## src/rtl/pe_seq_pkg.sv

```systemverilog
// Shared types and constants for the PE drive sequencer.
// Data is Q8.8 signed; the sequencer itself never does arithmetic on it.
package pe_seq_pkg;

  localparam int unsigned FRAC_BITS      = 8;
  localparam int unsigned DATA_WIDTH_DEF = 16;

  typedef enum logic [2:0] {
    StIdle,
    StLoad,
    StSwitch,
    StSettle,
    StStream,
    StDrain
  } seq_state_t;

  typedef struct packed {
    logic [DATA_WIDTH_DEF-1:0] data;
    logic                      last;
  } res_t;

endpackage

```

## src/rtl/pe_drive_seq_if.sv

```systemverilog
// Command / activation / result streams plus the PE drive wires of the sequencer.
// slave is the sequencer's view; master is the surrounding controller, buffer and PE.
interface pe_drive_seq_if
  import pe_seq_pkg::*;
#(
  parameter int unsigned DATA_WIDTH = DATA_WIDTH_DEF,
  parameter int unsigned COUNT_W    = 8
);
  logic                  cmd_valid;
  logic                  cmd_ready;
  logic [DATA_WIDTH-1:0] cmd_weight;
  logic [COUNT_W-1:0]    cmd_len;

  logic                  act_valid;
  logic                  act_ready;
  logic [DATA_WIDTH-1:0] act_data;
  logic [DATA_WIDTH-1:0] act_psum;

  logic                  res_valid;
  logic                  res_ready;
  logic [DATA_WIDTH-1:0] res_data;
  logic                  res_last;

  logic [DATA_WIDTH-1:0] drv_weight;
  logic                  drv_accept_w;
  logic                  drv_switch;
  logic [DATA_WIDTH-1:0] drv_input;
  logic [DATA_WIDTH-1:0] drv_psum;
  logic                  drv_valid;
  logic                  drv_enabled;
  logic [DATA_WIDTH-1:0] pe_psum_out;

  modport master (
    output cmd_valid, cmd_weight, cmd_len,
    input  cmd_ready,
    output act_valid, act_data, act_psum,
    input  act_ready,
    input  res_valid, res_data, res_last,
    output res_ready,
    input  drv_weight, drv_accept_w, drv_switch, drv_input, drv_psum, drv_valid, drv_enabled,
    output pe_psum_out
  );

  modport slave (
    input  cmd_valid, cmd_weight, cmd_len,
    output cmd_ready,
    input  act_valid, act_data, act_psum,
    output act_ready,
    output res_valid, res_data, res_last,
    input  res_ready,
    output drv_weight, drv_accept_w, drv_switch, drv_input, drv_psum, drv_valid, drv_enabled,
    input  pe_psum_out
  );
endinterface

```

## src/rtl/pe_res_fifo.sv

```systemverilog
// Synchronous show-ahead FIFO; the occupancy count feeds the sequencer's credit check.
// Read data is forced to zero while empty so the output bus is clean after reset.
module pe_res_fifo #(
  parameter int unsigned WIDTH = 17,
  parameter int unsigned DEPTH = 4
) (
  input  logic                       clk,
  input  logic                       rst_n,
  input  logic                       push,
  input  logic [WIDTH-1:0]           wdata,
  input  logic                       pop,
  output logic [WIDTH-1:0]           rdata,
  output logic                       valid,
  output logic [$clog2(DEPTH+1)-1:0] count
);
  localparam int unsigned PtrW = (DEPTH > 1) ? $clog2(DEPTH) : 1;
  localparam int unsigned CntW = $clog2(DEPTH + 1);

  logic [WIDTH-1:0] mem_q [DEPTH];
  logic [PtrW-1:0]  wr_ptr_q, rd_ptr_q;
  logic [CntW-1:0]  count_q;
  logic             do_push, do_pop;

  function automatic logic [PtrW-1:0] ptr_inc(input logic [PtrW-1:0] p);
    return (32'(p) == DEPTH - 1) ? '0 : p + PtrW'(1);
  endfunction

  assign do_push = push && (32'(count_q) != DEPTH);
  assign do_pop  = pop && (count_q != '0);
  assign valid   = (count_q != '0);
  assign rdata   = valid ? mem_q[rd_ptr_q] : '0;
  assign count   = count_q;

  always_ff @(posedge clk) begin
    if (do_push) mem_q[wr_ptr_q] <= wdata;
  end

  always_ff @(posedge clk or negedge rst_n) begin
    if (!rst_n) begin
      wr_ptr_q <= '0;
      rd_ptr_q <= '0;
      count_q  <= '0;
    end else begin
      if (do_push) wr_ptr_q <= ptr_inc(wr_ptr_q);
      if (do_pop)  rd_ptr_q <= ptr_inc(rd_ptr_q);
      if (do_push && !do_pop)      count_q <= count_q + CntW'(1);
      else if (do_pop && !do_push) count_q <= count_q - CntW'(1);
    end
  end

endmodule

```

## src/rtl/pe_drive_seq.sv

```systemverilog
// Drives one systolic PE through weight load, switch and a MAC stream, and queues the
// PE's psum outputs on a ready/valid result stream with credit-based flow control.
module pe_drive_seq
  import pe_seq_pkg::*;
#(
  parameter int unsigned DATA_WIDTH = DATA_WIDTH_DEF,
  parameter int unsigned COUNT_W    = 8,
  parameter int unsigned PE_LAT     = 2,
  parameter int unsigned RES_DEPTH  = 4
) (
  input logic         clk,
  input logic         rst_n,
  pe_drive_seq_if.slave bus
);
  localparam int unsigned CntW = $clog2(RES_DEPTH + 1);

  seq_state_t            state_q, state_d;
  logic [COUNT_W-1:0]    len_q, issued_q;
  logic [PE_LAT-1:0]     vld_sr_q, last_sr_q;
  logic [DATA_WIDTH-1:0] drv_weight_q, drv_input_q, drv_psum_q;
  logic                  drv_accept_w_q, drv_switch_q, drv_valid_q, enabled_q;

  logic                  cmd_ready, act_ready, cmd_hs, act_hs, last_op;
  logic                  fifo_valid;
  logic [DATA_WIDTH:0]   fifo_rdata;
  logic [CntW-1:0]       fifo_count;
  int unsigned           inflight, credit_used;

  always_comb begin
    inflight    = $countones(vld_sr_q);
    credit_used = inflight + 32'(fifo_count);
    // enabled_q doubles as "out of reset" so cmd_ready stays low while rst_n is asserted
    cmd_ready   = (state_q == StIdle) && enabled_q;
    act_ready   = (state_q == StStream) && (issued_q < len_q) && (credit_used < RES_DEPTH);
    state_d     = state_q;
    unique case (state_q)
      StIdle:   if (cmd_hs) state_d = StLoad;
      StLoad:   state_d = StSwitch;
      StSwitch: state_d = StSettle;
      StSettle: state_d = (len_q == '0) ? StIdle : StStream;
      StStream: if (issued_q == len_q) state_d = StDrain;
      StDrain:  if (inflight == 0) state_d = StIdle;
      default:  state_d = StIdle;
    endcase
  end

  assign cmd_hs  = bus.cmd_valid && cmd_ready;
  assign act_hs  = bus.act_valid && act_ready;
  assign last_op = (issued_q + COUNT_W'(1)) == len_q;

  always_ff @(posedge clk or negedge rst_n) begin
    if (!rst_n) begin
      state_q        <= StIdle;
      len_q          <= '0;
      issued_q       <= '0;
      vld_sr_q       <= '0;
      last_sr_q      <= '0;
      drv_weight_q   <= '0;
      drv_input_q    <= '0;
      drv_psum_q     <= '0;
      drv_accept_w_q <= 1'b0;
      drv_switch_q   <= 1'b0;
      drv_valid_q    <= 1'b0;
      enabled_q      <= 1'b0;
    end else begin
      state_q   <= state_d;
      enabled_q <= 1'b1;
      if (cmd_hs) begin
        len_q    <= bus.cmd_len;
        issued_q <= '0;
      end else if (act_hs) begin
        issued_q <= issued_q + COUNT_W'(1);
      end
      drv_accept_w_q <= cmd_hs;
      drv_weight_q   <= cmd_hs ? bus.cmd_weight : '0;
      drv_switch_q   <= (state_q == StLoad);
      drv_valid_q    <= act_hs;
      drv_input_q    <= act_hs ? bus.act_data : '0;
      drv_psum_q     <= act_hs ? bus.act_psum : '0;
      // Tail bit of vld_sr_q marks the edge where pe_psum_out holds that op's result
      vld_sr_q       <= (vld_sr_q << 1) | PE_LAT'(act_hs);
      last_sr_q      <= (last_sr_q << 1) | PE_LAT'(act_hs && last_op);
    end
  end

  pe_res_fifo #(
    .WIDTH (DATA_WIDTH + 1),
    .DEPTH (RES_DEPTH)
  ) u_res_fifo (
    .clk   (clk),
    .rst_n (rst_n),
    .push  (vld_sr_q[PE_LAT-1]),
    .wdata ({bus.pe_psum_out, last_sr_q[PE_LAT-1]}),
    .pop   (fifo_valid && bus.res_ready),
    .rdata (fifo_rdata),
    .valid (fifo_valid),
    .count (fifo_count)
  );

  assign bus.cmd_ready    = cmd_ready;
  assign bus.act_ready    = act_ready;
  assign bus.res_valid    = fifo_valid;
  assign bus.res_data     = fifo_rdata[DATA_WIDTH:1];
  assign bus.res_last     = fifo_rdata[0];
  assign bus.drv_weight   = drv_weight_q;
  assign bus.drv_accept_w = drv_accept_w_q;
  assign bus.drv_switch   = drv_switch_q;
  assign bus.drv_input    = drv_input_q;
  assign bus.drv_psum     = drv_psum_q;
  assign bus.drv_valid    = drv_valid_q;
  assign bus.drv_enabled  = enabled_q;

endmodule
```

## src/flat_wrapper.sv

```systemverilog
// flat-port wrapper written by rule: the top's interface ports become plain ports
module pe_drive_seq_flat import pe_seq_pkg::*;
#(
  parameter int unsigned DATA_WIDTH = DATA_WIDTH_DEF,
  parameter int unsigned COUNT_W    = 8,
  parameter int unsigned PE_LAT     = 2,
  parameter int unsigned RES_DEPTH  = 4
)
  (clk, rst_n, bus_cmd_valid, bus_cmd_weight, bus_cmd_len, bus_cmd_ready, bus_act_valid, bus_act_data, bus_act_psum, bus_act_ready, bus_res_valid, bus_res_data, bus_res_last, bus_res_ready, bus_drv_weight, bus_drv_accept_w, bus_drv_switch, bus_drv_input, bus_drv_psum, bus_drv_valid, bus_drv_enabled, bus_pe_psum_out);
  pe_drive_seq_if #(.DATA_WIDTH(DATA_WIDTH), .COUNT_W(COUNT_W)) bus_i ();
  input logic clk;
  input logic rst_n;
  input wire logic [$bits(bus_i.cmd_valid)-1:0] bus_cmd_valid;
  input wire logic [$bits(bus_i.cmd_weight)-1:0] bus_cmd_weight;
  input wire logic [$bits(bus_i.cmd_len)-1:0] bus_cmd_len;
  output wire logic [$bits(bus_i.cmd_ready)-1:0] bus_cmd_ready;
  input wire logic [$bits(bus_i.act_valid)-1:0] bus_act_valid;
  input wire logic [$bits(bus_i.act_data)-1:0] bus_act_data;
  input wire logic [$bits(bus_i.act_psum)-1:0] bus_act_psum;
  output wire logic [$bits(bus_i.act_ready)-1:0] bus_act_ready;
  output wire logic [$bits(bus_i.res_valid)-1:0] bus_res_valid;
  output wire logic [$bits(bus_i.res_data)-1:0] bus_res_data;
  output wire logic [$bits(bus_i.res_last)-1:0] bus_res_last;
  input wire logic [$bits(bus_i.res_ready)-1:0] bus_res_ready;
  output wire logic [$bits(bus_i.drv_weight)-1:0] bus_drv_weight;
  output wire logic [$bits(bus_i.drv_accept_w)-1:0] bus_drv_accept_w;
  output wire logic [$bits(bus_i.drv_switch)-1:0] bus_drv_switch;
  output wire logic [$bits(bus_i.drv_input)-1:0] bus_drv_input;
  output wire logic [$bits(bus_i.drv_psum)-1:0] bus_drv_psum;
  output wire logic [$bits(bus_i.drv_valid)-1:0] bus_drv_valid;
  output wire logic [$bits(bus_i.drv_enabled)-1:0] bus_drv_enabled;
  input wire logic [$bits(bus_i.pe_psum_out)-1:0] bus_pe_psum_out;
  assign bus_i.cmd_valid = bus_cmd_valid;
  assign bus_i.cmd_weight = bus_cmd_weight;
  assign bus_i.cmd_len = bus_cmd_len;
  assign bus_cmd_ready = bus_i.cmd_ready;
  assign bus_i.act_valid = bus_act_valid;
  assign bus_i.act_data = bus_act_data;
  assign bus_i.act_psum = bus_act_psum;
  assign bus_act_ready = bus_i.act_ready;
  assign bus_res_valid = bus_i.res_valid;
  assign bus_res_data = bus_i.res_data;
  assign bus_res_last = bus_i.res_last;
  assign bus_i.res_ready = bus_res_ready;
  assign bus_drv_weight = bus_i.drv_weight;
  assign bus_drv_accept_w = bus_i.drv_accept_w;
  assign bus_drv_switch = bus_i.drv_switch;
  assign bus_drv_input = bus_i.drv_input;
  assign bus_drv_psum = bus_i.drv_psum;
  assign bus_drv_valid = bus_i.drv_valid;
  assign bus_drv_enabled = bus_i.drv_enabled;
  assign bus_i.pe_psum_out = bus_pe_psum_out;
  pe_drive_seq #(.DATA_WIDTH(DATA_WIDTH), .COUNT_W(COUNT_W), .PE_LAT(PE_LAT), .RES_DEPTH(RES_DEPTH)) u_core (.clk(clk), .rst_n(rst_n), .bus(bus_i));
endmodule
```

## config.mk

```make
export PLATFORM = sky130hd
export DESIGN_NAME = pe_drive_seq_flat
export DESIGN_NICKNAME = d
export VERILOG_FILES = /design/src/rtl/pe_seq_pkg.sv /design/src/rtl/pe_drive_seq_if.sv /design/src/rtl/pe_res_fifo.sv /design/src/rtl/pe_drive_seq.sv /design/src/flat_wrapper.sv
export SDC_FILE = /design/constraint.sdc
export NUM_CORES = 1
export LEC_CHECK = 0
export ABC_AREA = 1
export ABC_CLOCK_PERIOD_IN_PS = 3000
export CAP_MARGIN = 5
export CELL_PAD_IN_SITES_DETAIL_PLACEMENT = 2
export CELL_PAD_IN_SITES_GLOBAL_PLACEMENT = 2
export CORE_MARGIN = 4
export CORE_UTILIZATION = 31
export DETAILED_ROUTE_END_ITERATION = 10
export PLACE_DENSITY = 0.84
export SLEW_MARGIN = 10
export SYNTH_ARGS = -nofsm -noshare
export SYNTH_HDL_FRONTEND = slang
export SYNTH_SLANG_ARGS = --single-unit
```

## constraint.sdc

```tcl
create_clock -name clk -period 3 [get_ports clk]
set_input_delay 0.3 -clock clk [delete_from_list [all_inputs] [get_ports clk]]
set_output_delay 0.3 -clock clk [all_outputs]
set_load 0.02 [all_outputs]
```

# After elaboration in Yosys (flattened, before gate mapping)
# Memories as Yosys holds them, arrays and structs flattened.
# Index checks and enable logic that the tools add are counted.
[classes]
addsub = 7
magnitude_cmp = 2
eq_ne = 13
mux = 17
n_bitwise = 2
n_reduce_logical = 20
[ops]
columns = ["operator", "count"]
rows = [
  ["two-way mux 16 bit", 3],
  ["adder 32 x 3 -> 32 bit", 1],
  ["logical NOT 32 bit", 1],
  ["< comparator 32 x 3 -> 1 bit (second input constant)", 1],
  ["two-way mux 3 bit", 6],
  ["case mux 3 bit (6 select lines)", 1],
  ["two-way mux 17 bit", 1],
  ["== test 8 bit", 2],
  ["two-way mux 8 bit", 2],
  ["logical AND 1 bit", 11],
  ["adder 8 x 1 -> 8 bit (second input constant)", 1],
  ["logical NOT 8 bit", 1],
  ["< comparator 8 bit", 1],
  ["== test 3 x 2 -> 1 bit (second input constant)", 2],
  ["== test 3 bit (second input constant)", 2],
  ["adder 2 x 1 -> 2 bit (second input constant)", 2],
  ["== test 2 bit (second input constant)", 2],
  ["two-way mux 2 bit", 2],
  ["!= test 2 x 1 -> 1 bit (second input constant)", 2],
  ["OR 2 x 1 -> 2 bit", 2],
  ["nonzero test 2 bit", 2],
  ["adder 3 x 1 -> 3 bit (second input constant)", 1],
  ["== test 3 x 1 -> 1 bit (second input constant)", 1],
  ["logical NOT 3 bit", 1],
  ["8 further kinds", 10],
]
[totals]
reg_bits = 82
mem_bits_rw = 68
in_bits = 77
out_inout_bits = 72
mem_count = 1
[memory_table]
columns = ["memory", "depth", "width", "read_ports", "rd_ports_with_merged_regs", "wr", "line_no", "text"]
rows = [
  ["u_core.u_res_fifo.mem_q", 4, 17, 1, 0, 1, "pe_res_fifo.sv:19", "logic [WIDTH-1:0] mem_q [DEPTH];"],
]

# Depth between registers and ports, before layout
# Gate-level depths: netlist (run 1).
[logic_depth]
depth_word = 7
mapped_depth = 13
mapped_depth_nobuf = 12

# Modules after synthesis
# Synthesis (run 1) repeated with hierarchy kept, for this count alone.
[hier_totals]
cells_unflattened = 681
area_unflattened_um2 = 6572.6
[by_module_without_submodules]
columns = ["module", "instances", "cells_each", "area_each_um2"]
rows = [
  ["pe_res_fifo", 1, 325, 3405.8],
  ["pe_drive_seq", 1, 356, 3166.8],
]

# Worst setup path after synthesis (run 1)
# OpenSTA, ideal clock, no wires.
[synth_path]
kind = "register -> register"
start = "reg u_core.u_res_fifo.count_q[0] (netlist: u_core.u_res_fifo.count[0])"
end = "reg u_core.u_res_fifo.count_q[2] (netlist: u_core.u_res_fifo.count[2])"
setup_time_ns = 0.131
t_arrival_ns = 2.050
slack_ns = 0.819
path_stages_with_launch = 10
path_buffers = 0
period_less_slack_ns = 2.181
path_cell_list = "dfrtp_1 -> nor3_2 -> inv_1 -> nand2_1 -> ha_1 -> inv_1 -> fa_1 -> a21oi_1 -> o21ai_0 -> xor2_1"
[synth_via]
elab_chain_cells = 6
word_cells_on_any_way = 14
[synth_rtl]
columns = ["element", "line_no", "text"]
rows = [
  ["start: declaration", "pe_res_fifo.sv:21", "logic [CntW-1:0] count_q;"],
  ["start signal: assignment", "pe_res_fifo.sv:46", "if (do_push && !do_pop) count_q <= count_q + CntW'(1);"],
  ["start signal: assignment", "pe_res_fifo.sv:47", "else if (do_pop && !do_push) count_q <= count_q - CntW'(1);"],
  ["nonzero test 3 bit *", "pe_res_fifo.sv:30", "assign valid = (count_q != '0);"],
  ["net bus_res_valid", "flat_wrapper.sv:21", "output wire logic [$bits(bus_i.res_valid)-1:0] bus_res_valid;"],
  ["logical AND 1 bit", "pe_drive_seq.sv:94", ".pop (fifo_valid && bus.res_ready),"],
  ["logical AND 1 bit *", "pe_res_fifo.sv:29", "assign do_pop = pop && (count_q != '0);"],
  ["logical NOT 1 bit", "pe_res_fifo.sv:46", ""],
  ["logical AND 1 bit", "pe_res_fifo.sv:46", ""],
  ["two-way mux 3 bit or nonzero test 2 bit (tied branches)", "-", ""],
]
# Mark *: on every way through the listed nets, which the timed path passes. The rest lies on a longest branch. The select of a mux whose other input is x is not followed.
# A chain may end at the register's enable or synchronous reset.

# Worst setup path in the final report (run 1)
[layout_path]
start = "reg u_core.u_res_fifo.rd_ptr_q[0]"
end = "out bus_res_data[13]"
[layout_via]
elab_chain_cells = 2
[layout_rtl]
columns = ["element", "line_no", "text"]
rows = [
  ["start: declaration", "pe_res_fifo.sv:20", "logic [PtrW-1:0] wr_ptr_q, rd_ptr_q;"],
  ["start signal: assignment", "pe_res_fifo.sv:45", "if (do_pop) rd_ptr_q <= ptr_inc(rd_ptr_q);"],
  ["memory read (4 x 17 bit)", "-", ""],
  ["two-way mux 17 bit", "pe_res_fifo.sv:31", "assign rdata = valid ? mem_q[rd_ptr_q] : '0;"],
  ["end: declaration", "flat_wrapper.sv:22", "output wire logic [$bits(bus_i.res_data)-1:0] bus_res_data;"],
]
# No other way between the ends.

==> impl_results.md, run 1 <==
* Antenna violations before repair at 0
* Final Slew Violations at 0
* CTS sink count at 149
* Global route total overflow at 0
* Critical setup path kind: reg2out
* Critical path origin: u_core.u_res_fifo.rd_ptr_q[0]$_DFFE_PN0P_
* First-pass GRT wire length at 29500 microns
* Syn Std Cell Area at 0.006238 sq mm
* GRT Overall Usage at 17.21%
* WL/cell at 18.07 microns
* Worst path cell trace: inv_2 > o21ai_0 > a21oi_1 > clkdlybuf4s50_1
* Fraction of layout cells with a size suffix above 1 at 8.420%
* RR Endpoint: u_core.u_res_fifo.count[1]$_DFFE_PN0P_
* Drt drc at 0
* CTS tree: yes
* Number of CTS-inserted buffers at 17
* Worst setup endpoint: bus_res_data[13]
* Max-slew headroom at 54.49%
* PortBufs at 148
* CTS clk-pin slew, worst paths at 0.06 ns
* Initial Util at 31.74%
* Syn. warnings at 0
* RSZ-0062 raised after global routing: no
* Mapped Cells at 598
* RR Startpoint: u_core.u_res_fifo.count[0]$_DFFE_PN0P_
* GPL Wtd Cong at 0.7891
* Status: finished clean
* Die area at 0.02246 sq mm
* Via count at 4720
* Post-DP HPWL at 13910 microns
* CTS Root Cell: clkbuf_16
* FF-to-FF setup slack at 0.52 ns
* Worst hold path type: reg2reg
* Final setup violating endpoints at 0
* Number of global-route vias before repair at 5468
* Critical Path Sink Type: primary output
* CP delay by family, top: buffers and inverters
* Crit path depth at 4
* Worst setup SP type: register
* Dpl cells at 1004
* Crit share post-route at 92.54%
* Antenna diode count at 0
* Finished Layout Cells at 1037
* Crit path max-delay cell type: clkdlybuf4s50_1
* First-pass DRT Iterations at 4
* Number of hold violations in the final report at 0
* Max-Cap Viols at 0
* Worst slew pin tran at 0.6768 ns
* Vias/cell at 4.552
* LEAKAGE at 3.767 nW
* Power per Cell Area at 865.4 mW/mm^2
* Drt total wl at 18740 microns
* Fmax at 360.2 MHz
* CP arrival at 2.48 ns
* Final nets at 855
* Min Tclk post-route at 2.776 ns
* Yosys reg bits at 149
* Worst Path Buf+Inv at 2
* Postcts setup bufs at 0
* Worst reg2reg path depth at 6
* TNS Setup at 0 ns
* Distinct cell type count of the synthesized netlist at 35
* DR iter-0 viols at 228
* Pin count of the biggest net entering global routing at 39
* Syn nets at 694
* Max IR drop VDD at 0.4233 mV
* Chip width at 149.9 microns
* Clk Latency, worst-skew pair at 0.42 ns
* I/O Pins at 149
* Critical path required time at 2.70 ns
* Avg Inst Size Synth at 10.43 sq um
* Sequential area share after synthesis at 65.22%
* Clock H-tree levels at 4
* Clock Skew at 0.01179 ns
* Area grow syn2layout at 38.13%
* Largest stage delay on the critical path at 0.62 ns
* Max FO, Critical Path at 35
* Core box area at 0.01965 sq mm
* CTS max path bufs at 2
* Die H at 149.9 microns
* Post-route ant nets at 0
* Row count at 51
-- layout by cell type (no fill, tap or decap), drive strengths merged, types with 21 or more instances in the layout --
cell / synthesis / final
a21oi: 21 / 21
clkbuf: 8 / 21
clkdlybuf4s50: 0 / 147
dfrtp: 81 / 81
edfxtp: 68 / 68
inv: 91 / 97
nand2: 67 / 67
nand3: 22 / 22
nor2: 140 / 140
o21ai: 54 / 54
-- timing repair --
item | in CTS | in global routing
hold endpoints to repair | 36 | 0
resized for setup | 0 | 1
endpoints found under the setup margin | 0 | 13
hold buffers | 1 | 0
-- worst min-delay path by stage --
stage / depth (start not counted) / slack [ns] / startpoint / to
floorplan: 0 / 0.004 / rst_n / u_core.bus.drv_accept_w$_DFF_PN0_
global placement: 1 / 0.31 / rst_n / u_core.bus.drv_input[15]$_DFF_PN0_
detailed placement: 1 / 0.32 / rst_n / u_core.bus.drv_enabled$_DFF_PN0_
CTS: 0 / 0.35 / u_core.last_sr_q[0]$_DFF_PN0_ / u_core.last_sr_q[1]$_DFF_PN0_
global route: 0 / 0.37 / u_core.last_sr_q[0]$_DFF_PN0_ / u_core.last_sr_q[1]$_DFF_PN0_
finish: 0 / 0.35 / u_core.last_sr_q[0]$_DFF_PN0_ / u_core.last_sr_q[1]$_DFF_PN0_
-- cell families (layout without fill, tap and decap cells) --
group                    Yosys count  in the layout  synth area share, %
AND/OR/NAND/NOR                  236            236                16.57
flip-flops                       149            149                65.22
AO/OA/AOI/OAI                     79             79                6.498
XOR/XNOR                           2              2               0.2808
buffers and inverters            110            284                7.100
other                              1              1              0.06011
adder cells (fa/ha/maj)           19             19                3.931
multiplexers                       2              2               0.3409
-- area by class of cell --
class                      instances  area (sq um)
sequential                       149          4070
fill                            2101         11040
inverter                          92         345.3
clock inverter                    11         85.08
multi-input combinational        339          1727
timing repair buffer             160          1572
tap                              265         331.6
clock buffer                      21         486.7
-- state kept, by name, summed over array words and instances (netlist names), 3 cells and up --
| register | cells |
|---|---|
| u_core.bus.drv_input | 16 |
| u_core.bus.drv_psum | 16 |
| u_core.bus.drv_weight | 16 |
| u_core.issued_q | 8 |
| u_core.len_q | 8 |
| u_core.state_q | 3 |
| u_core.u_res_fifo.count | 3 |
| u_core.u_res_fifo.mem_q | 68 |
-- cells in the mapped netlist --
cell | n | share of area [%]
nor2_2 | 2 | 0.20
buf_2 | 5 | 0.40
nand2_1 | 66 | 4.0
fa_1 | 1 | 0.32
conb_1 | 1 | 0.060
nand3_2 | 2 | 0.32
o21ai_1 | 7 | 0.56
o21ai_0 | 47 | 3.8
buf_6 | 1 | 0.18
o21a_1 | 1 | 0.12
a21boi_0 | 1 | 0.12
clkinv_1 | 1 | 0.060
inv_2 | 3 | 0.18
nor3_2 | 1 | 0.16
o31ai_1 | 1 | 0.12
mux2i_1 | 1 | 0.16
buf_1 | 3 | 0.18
edfxtp_1 | 68 | 33
xnor2_1 | 1 | 0.14
mux2_2 | 1 | 0.18
and2_1 | 1 | 0.10
buf_12 | 1 | 0.32
nand3_1 | 20 | 1.6
nor3_1 | 1 | 0.080
clkbuf_1 | 8 | 0.48
o21bai_1 | 1 | 0.12
inv_1 | 88 | 5.3
nor2_1 | 127 | 7.6
a21oi_1 | 21 | 1.7
nor2_4 | 11 | 2.0
dfrtp_1 | 81 | 32
xor2_1 | 1 | 0.14
nand4_1 | 4 | 0.40
ha_1 | 18 | 3.6
nand2_2 | 1 | 0.10
-- stage by stage --
step / area (sq um) / hold WS (ns) / power, mW / util [%] / setup slack, ns
floorplan: 6238 / 0.004409 / 4.252 / - / 0.8193
global placement: 8034 / 0.3148 / 5.267 / 40.88 / 0.6783
detailed placement: 8034 / 0.3176 / 5.475 / 40.88 / 0.4997
CTS: 8616 / 0.3511 / 7.595 / 43.84 / 0.06633
global route: 8617 / 0.3714 / 7.978 / 43.84 / 0.001519
finish: 8617 / 0.3479 / 7.457 / 43.84 / 0.2237
-- layer usage --
layer,up-vias,share of wire (%),global-route usage (%)
met1,2357,40,19.40
met5,-,0,0
met3,16,6.0,5.663
met2,127,53,31.13
li1,2220,-,-
met4,0,1.1,4.712
-- where the power goes --
part           total [mW]  internal [mW]  switching, mW
combinational        2.77           1.09           1.68
sequential           2.63           2.41          0.218
clock                2.05           1.18          0.872
total                7.46           4.69           2.77
(Power assumes the default switching activity.)
==> run 2: changes to the inputs <==
ABC_CLOCK_PERIOD_IN_PS = 3400   (was 3000)
CORE_UTILIZATION = 33   (was 31)
GPL_ROUTABILITY_DRIVEN = 1   (was unset)
PLACE_DENSITY = 0.88   (was 0.84)
clock period = 3.4 ns   (was 3 ns; I/O delays follow)
==> impl_results.md, run 2 (synthesis results as in run 1) <==
* Row count at 50 (-2.0%)
* CTS max path bufs at 2 (unchanged)
* Worst setup SP type: register
* RR Endpoint: u_core.issued_q[6]$_DFFE_PN0P_
* Drt drc at 0 (unchanged)
* RSZ-0062 raised after global routing: no
* PortBufs at 148 (unchanged)
* Number of hold violations in the final report at 0 (unchanged)
* Global route total overflow at 0 (unchanged)
* CP most frequent cell: nor2_1
* GRT Overall Usage at 19.26% (+2.0 points)
* Post-CTS Resized at 0 (unchanged)
* Postcts setup bufs at 0 (unchanged)
* Initial Util at 33.46% (+1.7 points)
* Via count at 4803 (+1.8%)
* Clock H-tree levels at 4 (unchanged)
* Clock Skew at 0.01246 ns (+0.0006735 ns)
* Clk Latency, worst-skew pair at 0.42 ns (about the same)
* Crit path max-delay cell type: dfrtp_1
* First-pass GRT wire length at 32070 microns (+8.7%)
* Max reg flops at 68 (unchanged)
* Status: finished clean
* Critical setup path kind: reg2out
* Number of CTS-inserted buffers at 17 (unchanged)
* Worst slew pin tran at 1.071 ns (+0.3947 ns)
* Area grow syn2layout at 37.93%
* FF-to-FF setup slack at 0.86 ns (+0.34 ns)
* Min Tclk post-route at 3.046 ns
* TNS Setup at 0 ns (unchanged)
* CTS clk-pin slew, worst paths at 0.07 ns (about the same)
* Worst path cell trace: buf_4 > nor2_1 > nor2_1 > o21ai_0 > a21oi_1 > clkdlybuf4s50_1
* Final nets at 852 (-0.35%)
* Max-slew headroom at 28.57% (-26 points)
* Hold WS at 0.1235 ns (-0.2243 ns)
* Max-Cap Viols at 0 (unchanged)
* Crit share post-route at 89.60%
* Worst hold path type: in2async
* GPL Wtd Cong at 0.7531 (-4.6%)
* WL/cell at 20.05 microns (+11%)
* DR iter-0 viols at 232 (+1.8%)
* Die area at 0.02117 sq mm (-5.7%)
* Core box area at 0.01864 sq mm (-5.1%)
* LEAKAGE at 3.783 nW (+0.44%)
* CTS sink count at 149 (unchanged)
* Pin count of the biggest net entering global routing at 82 (+110%)
* Largest stage delay on the critical path at 0.73 ns (+0.11 ns)
* Largest register by flop count: u_core.u_res_fifo.mem_q
* Post-route ant nets at 0 (unchanged)
* Drt total wl at 20110 microns (+7.3%)
* Post-DP HPWL at 14000 microns (+0.62%)
* CP arrival at 2.71 ns (+0.23 ns)
* Most frequent cells in the layout: clkdlybuf4s50_1, nor2_1, inv_1, dfrtp_1, edfxtp_1
* RR Startpoint: u_core.len_q[7]$_DFFE_PN0N_
* Max FO, Critical Path at 20 (-43%)
* Antenna diode count at 0 (unchanged)
* Fillers at 1936 (-7.9%)
* Number of global-route vias before repair at 5753 (+5.2%)
* Vias/cell at 4.789 (+5.2%)
* Chip width at 145.5 microns (-2.9%)
* CTS tree: yes
* Fmax at 328.2 MHz
* Post-CTS Hold Fix Bufs at 0 (-1)
* Critical Path Sink Type: primary output
* Final Slew Violations at 0 (unchanged)
* Fraction of layout cells with a size suffix above 1 at 8.192% (-0.23 points)
* Critical path required time at 3.06 ns (+0.36 ns)
* CTS Root Cell: clkbuf_16
* Power per Cell Area at 790.9 mW/mm^2 (-8.6%)
* Fin util at 46.15% (+2.3 points)
* Antenna violations before repair at 0 (unchanged)
* Die H at 145.5 microns (-2.9%)
* First-pass DRT Iterations at 6 (+2)
* Final setup violating endpoints at 0 (unchanged)
* Worst reg2reg path depth at 10 (+4)
* Max IR drop VDD at 0.3919 mV (-7.4%)
* I/O Pins at 149 (unchanged)
* Commonest non-fill, non-tap cell in the layout: clkdlybuf4s50_1
==> run 2: cell types whose count changed in the layout (fill, tap and decap cells not counted), sizes merged <==
cell         delta
bufinv          +2
clkinvlp        -1
buf             -2
clkinv          -1
dlygate4sd3     -1
==> run 2: cell type report <==
class | instances | area, sq um | share of cell area, %
Sequential cell | 149 | 4069 | 47.29
Clock buffer | 21 | 491.7 | 5.715
Tap cell | 234 | 292.8 | 3.403
Clock inverter | 11 | 132.6 | 1.541
Inverter | 92 | 345.3 | 4.013
Multi-Input combinational cell | 339 | 1727 | 20.07
Timing Repair Buffer | 157 | 1546 | 17.97
==> run 2: worst max path at each step <==
| stage | to | cells after the start | slack (ns) | start |
|---|---|---|---|---|
| global route | bus_res_data[15] | 6 | 0.15 | u_core.u_res_fifo.rd_ptr_q[0]$_DFFE_PN0P_ |
| finish | bus_res_data[15] | 6 | 0.35 | u_core.u_res_fifo.rd_ptr_q[0]$_DFFE_PN0P_ |
| CTS | bus_res_data[15] | 6 | 0.31 | u_core.u_res_fifo.rd_ptr_q[0]$_DFFE_PN0P_ |
| global placement | bus_res_data[10] | 6 | 0.94 | u_core.u_res_fifo.rd_ptr_q[0]$_DFFE_PN0P_ |
| floorplan | u_core.u_res_fifo.count[2]$_DFFE_PN0P_ | 9 | 1.22 | u_core.u_res_fifo.count[0]$_DFFE_PN0P_ |
| detailed placement | bus_res_data[11] | 6 | 0.82 | u_core.u_res_fifo.rd_ptr_q[0]$_DFFE_PN0P_ |
==> run 2: power by group <==
part	internal, mW	total (mW)	switching, mW
Sequential	2.13	2.34	0.208
Combinational	0.967	2.49	1.52
Clock	1.20	1.98	0.779
==> run 2: per-layer routing <==
| layer | global-route usage, % | wire, microns | vias to the layer above |
|---|---|---|---|
| met5 | 0 | 0 | - |
| met4 | 4.463 | 340 | 0 |
| met3 | 5.325 | 892 | 24 |
| met2 | 37.46 | 11230 | 121 |
| met1 | 20.56 | 7654 | 2439 |
| li1 | - | - | 2219 |
==> run 2: critical path, delay by kind of cell, from the launching register on <==
family          cells  cell delay, ns
compound gates      2            0.32
buf+inv             2            1.02
flops               1            0.73
simple gates        2            0.21
==> run 2: stage by stage <==
stage	power, mW	cells	worst slack (ns)	instance area [sq um]
5_1_grt	7.224	1003	0.1510	8605
4_1_cts	6.892	1003	0.3092	8605
2_1_floorplan	3.752	598	1.219	6238
3_5_place_dp	4.844	971	0.8166	7980
3_3_place_gp	4.632	971	0.9363	7980
6_report	6.805	1003	0.3535	8605
